--- config.mk ---
export PLATFORM = sky130hd
export DESIGN_NAME = id_imm_stage
export DESIGN_NICKNAME = d
export VERILOG_FILES = /design/src/rtl/id_imm_stage.sv
export SDC_FILE = /design/constraint.sdc
export NUM_CORES = 1
export LEC_CHECK = 0
export ABC_CLOCK_PERIOD_IN_PS = 4300
export CAP_MARGIN = 10
export CORE_MARGIN = 2
export CORE_UTILIZATION = 40
export CTS_CLUSTER_SIZE = 25
export DETAILED_ROUTE_END_ITERATION = 7
export PLACE_DENSITY = 0.74
export RECOVER_POWER = 25
export SYNTH_ARGS = -nofsm -noshare
export SYNTH_HDL_FRONTEND = slang
export SYNTH_SLANG_ARGS = --single-unit
--- constraint.sdc ---
create_clock -name clk -period 4.3 [get_ports clk]
set_input_delay 0.86 -clock clk [delete_from_list [all_inputs] [get_ports clk]]
set_output_delay 0.86 -clock clk [all_outputs]
set_load 0.005 [all_outputs]
--- src/rtl/id_imm_stage.sv ---
// Decode stage: classifies opcodes into immediate extension modes and
// owns the ID/EX register with load-use bubble insertion and flush.
module id_imm_stage #(
  parameter int CNT_W = 16
) (
  input  logic             clk,
  input  logic             rst,
  input  logic             in_valid,
  input  logic [31:0]      in_instr,
  input  logic [31:0]      in_pc,
  output logic             in_ready,
  input  logic             flush,
  input  logic             ex_valid,
  input  logic             ex_mem_read,
  input  logic [4:0]       ex_rt,
  output logic             out_valid,
  input  logic             out_ready,
  output logic [5:0]       out_opcode,
  output logic [4:0]       out_rs,
  output logic [4:0]       out_rt,
  output logic [4:0]       out_rd,
  output logic [31:0]      out_imm,
  output logic [1:0]       out_ext_mode,
  output logic             out_illegal,
  output logic [31:0]      out_pc,
  output logic [CNT_W-1:0] stall_cnt
);

  typedef enum logic [1:0] {
    EXT_NONE  = 2'd0,
    EXT_SIGN  = 2'd1,
    EXT_ZERO  = 2'd2,
    EXT_UPPER = 2'd3
  } ext_e;

  logic [5:0]  opc;
  logic [15:0] imm16;
  ext_e        mode_d;
  logic        illegal_d;
  logic        rt_read;
  logic [31:0] imm_d;
  logic        hazard;
  logic        advance;

  assign opc   = in_instr[31:26];
  assign imm16 = in_instr[15:0];

  always_comb begin
    mode_d    = EXT_SIGN;
    illegal_d = 1'b0;
    rt_read   = 1'b0;
    unique case (opc)
      6'h04, 6'h05, 6'h2B: begin
        mode_d  = EXT_SIGN;
        rt_read = 1'b1;
      end
      6'h08, 6'h09, 6'h0A, 6'h23:
        mode_d = EXT_SIGN;
      6'h0C, 6'h0D, 6'h0E:
        mode_d = EXT_ZERO;
      6'h0F:
        mode_d = EXT_UPPER;
      6'h00: begin
        mode_d  = EXT_NONE;
        rt_read = 1'b1;
      end
      6'h02:
        mode_d = EXT_NONE;
      default:
        illegal_d = 1'b1;
    endcase
  end

  always_comb begin
    imm_d = 32'h0;
    unique case (mode_d)
      EXT_SIGN:  imm_d = {{16{imm16[15]}}, imm16};
      EXT_ZERO:  imm_d = {16'h0, imm16};
      EXT_UPPER: imm_d = {imm16, 16'h0};
      default:   imm_d = 32'h0;
    endcase
  end

  assign hazard = in_valid & ex_valid & ex_mem_read
                & (ex_rt != 5'd0)
                & ((ex_rt == in_instr[25:21])
                 | (rt_read & (ex_rt == in_instr[20:16])));

  logic             valid_q;
  logic [5:0]       opcode_q;
  logic [4:0]       rs_q;
  logic [4:0]       rt_q;
  logic [4:0]       rd_q;
  logic [31:0]      imm_q;
  ext_e             mode_q;
  logic             illegal_q;
  logic [31:0]      pc_q;
  logic [CNT_W-1:0] cnt_q;

  assign advance  = ~valid_q | out_ready;
  assign in_ready = flush | (advance & ~hazard);

  // Priority: flush, then EX back-pressure hold, then bubble, then load.
  always_ff @(posedge clk or posedge rst) begin
    if (rst) begin
      valid_q   <= 1'b0;
      opcode_q  <= '0;
      rs_q      <= '0;
      rt_q      <= '0;
      rd_q      <= '0;
      imm_q     <= '0;
      mode_q    <= EXT_NONE;
      illegal_q <= 1'b0;
      pc_q      <= '0;
      cnt_q     <= '0;
    end else if (flush) begin
      valid_q <= 1'b0;
    end else if (!advance) begin
      valid_q <= valid_q;
    end else if (hazard) begin
      valid_q <= 1'b0;
      if (!(&cnt_q))
        cnt_q <= cnt_q + CNT_W'(1);
    end else if (in_valid) begin
      valid_q   <= 1'b1;
      opcode_q  <= opc;
      rs_q      <= in_instr[25:21];
      rt_q      <= in_instr[20:16];
      rd_q      <= in_instr[15:11];
      imm_q     <= imm_d;
      mode_q    <= mode_d;
      illegal_q <= illegal_d;
      pc_q      <= in_pc;
    end else begin
      valid_q <= 1'b0;
    end
  end

  assign out_valid    = valid_q;
  assign out_opcode   = opcode_q;
  assign out_rs       = rs_q;
  assign out_rt       = rt_q;
  assign out_rd       = rd_q;
  assign out_imm      = imm_q;
  assign out_ext_mode = mode_q;
  assign out_illegal  = illegal_q;
  assign out_pc       = pc_q;
  assign stall_cnt    = cnt_q;

endmodule

==> run metrics <==
Post-Syn Nets=~470; gr usage total=a little under a fifth; final setup fails=0; post-synthesis sequential area ratio=54.7%; WHS Endpoint=out_rt[3]; Std-Cell Rows=40; HP Start=out_rt[3]; vias in the first global route=3752; total die area=12900 um2; CTS H-tree depth=3; Total Power=between 2 and 3 mW; flops & latches, synth=about 110; Resized Gates After CTS=0; fraction of layout cells with a size suffix above 1=between 10% and 20%; starting density of the core=40.5%; fin cells=722; Final Cycle Share=around nine tenths; Crit Path Max Fanout=4; antenna violations before repair=0; Worst-path clk slew=around 0.070 ns; Synth area leader=dfrtp_1; floorplan die height=114 um; total gr overflow=0; Slew @ Worst Pin=2.34 ns; I/O pin count=around 180; Synth Warn #=0; f_max=around 260 MHz; Area Growth Syn to Fin=47.2%; Max Slew Vio Count=53; hold slack=between 0.4 and 0.5 ns; FF-to-FF Start=out_valid; clock buffer depth=2; setup TNS=0 ns; Core Util, Final=~60%; first-pass GRT wire length=around 19 mm; Setup WS post-layout=just under 0.4 ns; drt pass-1 iters=5; max-cap violations=1; relative slew slack=-57.1%; Hold Fails Final Rpt=0; Post-synth top flop=dfrtp_1; Die W=between 100 and 150 um; Post-CTS Hold Buffers=0; worst-skew pair later-pin latency=around 0.34 ns; routed wire length=~12 mm; Post-Place Worst Slack=~0.36 ns; Area after DPL=slightly below 7000 um2; Avg Cell Area, Syn=approximately 12 um2; Cell variety after synth=43; Cells after Synth=390; path depth of the worst reg2reg path=7; post-layout instance area=between 7000 and 8000 um2; Critical Path End Type=output pin; CTS Sinks=between 100 and 150; number of synthesized flops with an enable pin=0; detailed-placement wirelength estimate=between 8 and 9 mm; Worst EP required=approximately 3.4 ns; failing checks=max-capacitance violations, max-slew violations; Setup CP Type=in -> out; Clock Skew=0.00306 ns; setup slack, reg-to-reg=1.99 ns; status=finished with violations; FFs w/ async S/R, synth=100%; Placed Cells=around 700; most common cell in the netlist=dfrtp_1; Synth top area share=approximately 55%; worst vdd ir=0.265 mV; largest net degree at the start of global routing=54; Avg WL per Cell=between 15 and 20 um; synth cell count leaders=105 x dfrtp_1, 48 x mux2_2, 27 x nand2_1; largest cells by area after synthesis=dfrtp_1 55%, mux2_2 11%, mux2i_1 3.1%; drt drc=0; Antenna diodes=0; Nets=approximately 650; TritonCTS clock tree=done; R2R Path End=out_imm[18]; RSZ-0062 raised after global routing=no; Power Dens Cells=around 380 nW/um2; CTS root buf=clkbuf_16; Port Buffer Count=approximately 180; Multi-input gate area=approximately 2000 um2; Routed Antenna Nets=0; First DRT Iteration DRCs=approximately 140; WHS Path Cells=1; vias=3616; Fill cells=roughly 990; leakage=2.93 nW; drt via density=about 5.0; GP Congestion=a little over 0.8; core area=around 12000 um2; WP data arrival=about 3.1 ns; Syn Std Cell Area=between 4000 and 5000 um2; minimum clock period=slightly below 4 ns; crit start category=primary input; Hold Path Class=reg -> reg; post-CTS setup buffers=0; total CTS buffers=9; register area=roughly 2600 um2
[cell type report]
type,instances,share of cell area [%]
tap,147,2.60
multi-input combinational,242,27.9
inverter,21,1.13
timing repair buffer,191,26.8
sequential,105,37.1
clock buffer,14,3.87
clock inverter,2,0.495
[cell usage in the layout (no fill, tap or decap), drive strengths merged, types with 13 or more instances in the layout]
master	n
xnor2	13
inv	20
nand2	27
a21oi	20
mux2i	15
o21ai	20
o31ai	17
dfrtp	105
clkbuf	14
mux2	57
clkdlybuf4s50	180
[kinds of logic after synthesis]
family	synth area share [%]
AOI/OAI and AO/OA	13.0
xor gates and xnor gates	4.55
adders and majority gates	0.260
buffers and inverters	4.37
DFF	54.7
muxes	16.5
and+or+nand+nor	6.72
[critical path, cell delays in order]
cell             delay, ns
clkdlybuf4s50_1       0.62
xnor2_1               0.16
nand4_1               0.20
or3_1                 0.44
a21oi_1               0.23
o21bai_1              0.09
clkdlybuf4s50_1       0.45
[layer usage]
| metal | track usage, % | wire length, um | up-vias |
|---|---|---|---|
| li1 | - | - | 1743 |
| met1 | 23.2 | 5010 | 1744 |
| met2 | 32.1 | 5930 | 113 |
| met3 | 4.89 | 767 | 16 |
| met4 | 6.50 | 191 | 0 |
| met5 | 0 | 0 | - |
[how the worst max path moves through the flow]
| stage | endpoint | depth (start not counted) | slack [ns] | startpoint |
|---|---|---|---|---|
| 6_report | in_ready | 7 | 0.39 | ex_rt[0] |
| 5_1_grt | in_ready | 7 | 0.29 | ex_rt[0] |
| 4_1_cts | in_ready | 7 | 0.35 | ex_rt[0] |
| 3_5_place_dp | in_ready | 7 | 0.36 | ex_rt[0] |
| 3_3_place_gp | in_ready | 7 | 0.35 | ex_rt[0] |
| 2_1_floorplan | out_ext_mode[0] | 1 | 0.68 | rst |
[where the power goes]
part	total, mW	internal [mW]	switching, mW
registers	1.21	1.13	0.0733
logic	0.651	0.426	0.225
clock network	0.847	0.499	0.348
[sequential cells by signal (all words and copies together), names as in the netlist]
signal        count
out_illegal       1
out_rd            5
out_ext_mode      2
out_opcode        6
out_pc           32
out_rs            5
out_valid         1
out_imm          32
stall_cnt        16
out_rt            5
No activity file was read; power rests on OpenSTA's default activity.
==> RTL change: new RTL, config.mk and constraints unchanged <==
Make the reset (`rst`) synchronous in one clocked block.
--- a/src/rtl/id_imm_stage.sv
+++ b/src/rtl/id_imm_stage.sv
@@ -101,7 +101,7 @@
   assign in_ready = flush | (advance & ~hazard);
 
   // Priority: flush, then EX back-pressure hold, then bubble, then load.
-  always_ff @(posedge clk or posedge rst) begin
+  always_ff @(posedge clk) begin
     if (rst) begin
       valid_q   <= 1'b0;
       opcode_q  <= '0;
Formal check against the unedited RTL: differs if rst is asserted again (counterexample within 4 cycles, from zero or initial values and one cycle with rst high); with rst held inactive, the same outputs for 4 cycles.
==> RTL change against the original RTL <==
Sequential cell count did not move; hold slack got worse by 0.011 ns; synthesized cell count rose by 42%; wire length rose by 24%; first-iteration DRC count rose to 2.6 times the old value; maximum frequency barely moved; cell count rose by 18%; power fell by 16%; sequential power fell by 14%; clock power rose by 4.4%; worst setup slack improved by 0.00086 ns; synthesized area fell by 1.8%; final area fell by 2.4%; combinational power fell by 47%; critical path type unchanged; critical endpoint unchanged.
==> RTL change: results (changes against the original RTL) <==
\begin{tabular}{lr}
\hline
Metric & Value \\
\hline
\multicolumn{2}{l}{\textbf{Placed design}} \\
Final estimated routing congestion in global placement & 0.827 (+1.4\%) \\
Half-perimeter wire length after placement & 10000 um (+14\%) \\
\multicolumn{2}{l}{\textbf{Global route}} \\
Met1 usage in global routing & 28.5\% (+5.3 points) \\
GRT met2 Usage & 37.4\% (+5.3 points) \\
Vias in the first global route & 4644 (+24\%) \\
Maximum number of pins on one net before global-route repair & 128 (+140\%) \\
Met3 Resource Use GR & 6.80\% (+1.9 points) \\
\multicolumn{2}{l}{\textbf{Min path}} \\
Tightest Hold Check Type & flip-flop to flip-flop \\
Number of cells on the worst hold path & 2 (+1) \\
\multicolumn{2}{l}{\textbf{Yosys}} \\
Share of the yosys chip area belonging to registers & 44.5\% (-10 points) \\
Number of nets in the synthesized netlist & 632 (+35\%) \\
Most area-consuming cells after synthesis & sky130\_fd\_sc\_hd\_\_dfxtp\_1, sky130\_fd\_sc\_hd\_\_a21oi\_1, sky130\_fd\_sc\_hd\_\_nand3\_1, sky130\_fd\_sc\_hd\_\_o21ai\_0, sky130\_fd\_sc\_hd\_\_nand2b\_1 \\
Ranking of synthesized cells by instance count & sky130\_fd\_sc\_hd\_\_dfxtp\_1, sky130\_fd\_sc\_hd\_\_a21oi\_1, sky130\_fd\_sc\_hd\_\_nand3\_1 \\
Distinct cells, synth & 49 (+14\%) \\
\multicolumn{2}{l}{\textbf{Detailed routing}} \\
Total number of vias & 4751 (+31\%) \\
Detailed Route Iter0 Violations & 368 (+160\%) \\
Final wirelength & 14700 um (+24\%) \\
\multicolumn{2}{l}{\textbf{Setup path}} \\
Master of the slowest instance on the critical path & sky130\_fd\_sc\_hd\_\_clkdlybuf4s50\_1 \\
Setup slack of the most critical reg-to-reg path & 1.96 ns (-0.03 ns) \\
Largest fanout of any net on the critical path & 7 (+3) \\
\multicolumn{2}{l}{\textbf{Clock tree}} \\
Clock network latency to the later pin of the worst-skew pair & 0.34 ns (about the same) \\
\multicolumn{2}{l}{\textbf{Finish}} \\
Fraction of final layout cells sized beyond drive strength 1 & 7.33\% (-8.1 points) \\
Final Net Count & 781 (+21\%) \\
\multicolumn{2}{l}{\textbf{Status}} \\
Run status & finished, final reports clean \\
\multicolumn{2}{l}{\textbf{Pwr}} \\
Reported leakage power & 2.43 nW (-17\%) \\
Maximum ir drop on the vdd rail & 0.252 mV (-5.2\%) \\
\multicolumn{2}{l}{\textbf{STA}} \\
Hold Worst Slack & 0.474 ns (-0.0105 ns) \\
Final worst clock skew & 0.00742 ns (+0.00436 ns) \\
\hline
\end{tabular}
RTL change: cell families after synthesis:
group / count (synthesis) / synth area share, %
adder cells (fa/ha/maj): 1 / 0.265
XOR/XNOR: 17 / 3.15
AND/OR/NAND/NOR: 181 / 20.8
buffers and inverters: 56 / 5.46
flip-flops: 105 / 44.5
AO/OA/AOI/OAI: 188 / 24.3
multiplexers: 7 / 1.54
RTL change: layout make-up:
class                           count  area [um^2]
Clock buffer                       11          243
Clock inverter                      5         78.8
Tap cell                          143          179
Timing Repair Buffer              190         1910
Inverter                            4         15.0
Sequential cell                   105         2100
Fill cell                        1021         4560
Multi-Input combinational cell    394         2370
RTL change: tightest hold or removal path: cells and delay by family (launching register included):
kind               cells  cell delay (ns)
DFF                    1             0.31
AOI/OAI and AO/OA      2             0.13
RTL change: path summary, 6_finish.rpt:
check / from / endpoint
setup / recovery: in_instr[26] / in_ready
hold / removal: out_ext_mode[1] / out_ext_mode[1]
setup reg to reg: stall_cnt[0] / stall_cnt[12]
hold reg to reg: out_ext_mode[1] / out_ext_mode[1]
RTL change: metal layers:
metal	vias to the layer above	part of all wire, %
li1	2296	-
met1	2239	42
met2	193	48
met3	23	8.1
met4	0	1.6
met5	-	0
RTL change: where the power goes:
group | internal (W) | switching [W] | leakage, nW | total, W
registers | 0.00102 | 0.0000204 | 0.857 | 0.00104
clock network | 0.000526 | 0.000358 | 0.159 | 0.000884
logic | 0.000182 | 0.000164 | 1.41 | 0.000346
total | 0.00172 | 0.000542 | 2.43 | 0.00226
RTL change: metrics by stage:
step | std cells | setup slack (ns) | util (%)
5_1_grt | 852 | 0.292 | 60.2
2_1_floorplan | 555 | 1.54 | -
6_report | 852 | 0.391 | 60.2
3_5_place_dp | 835 | 0.414 | 57.2
4_1_cts | 851 | 0.412 | 60.0
3_3_place_gp | 835 | 0.450 | 57.2
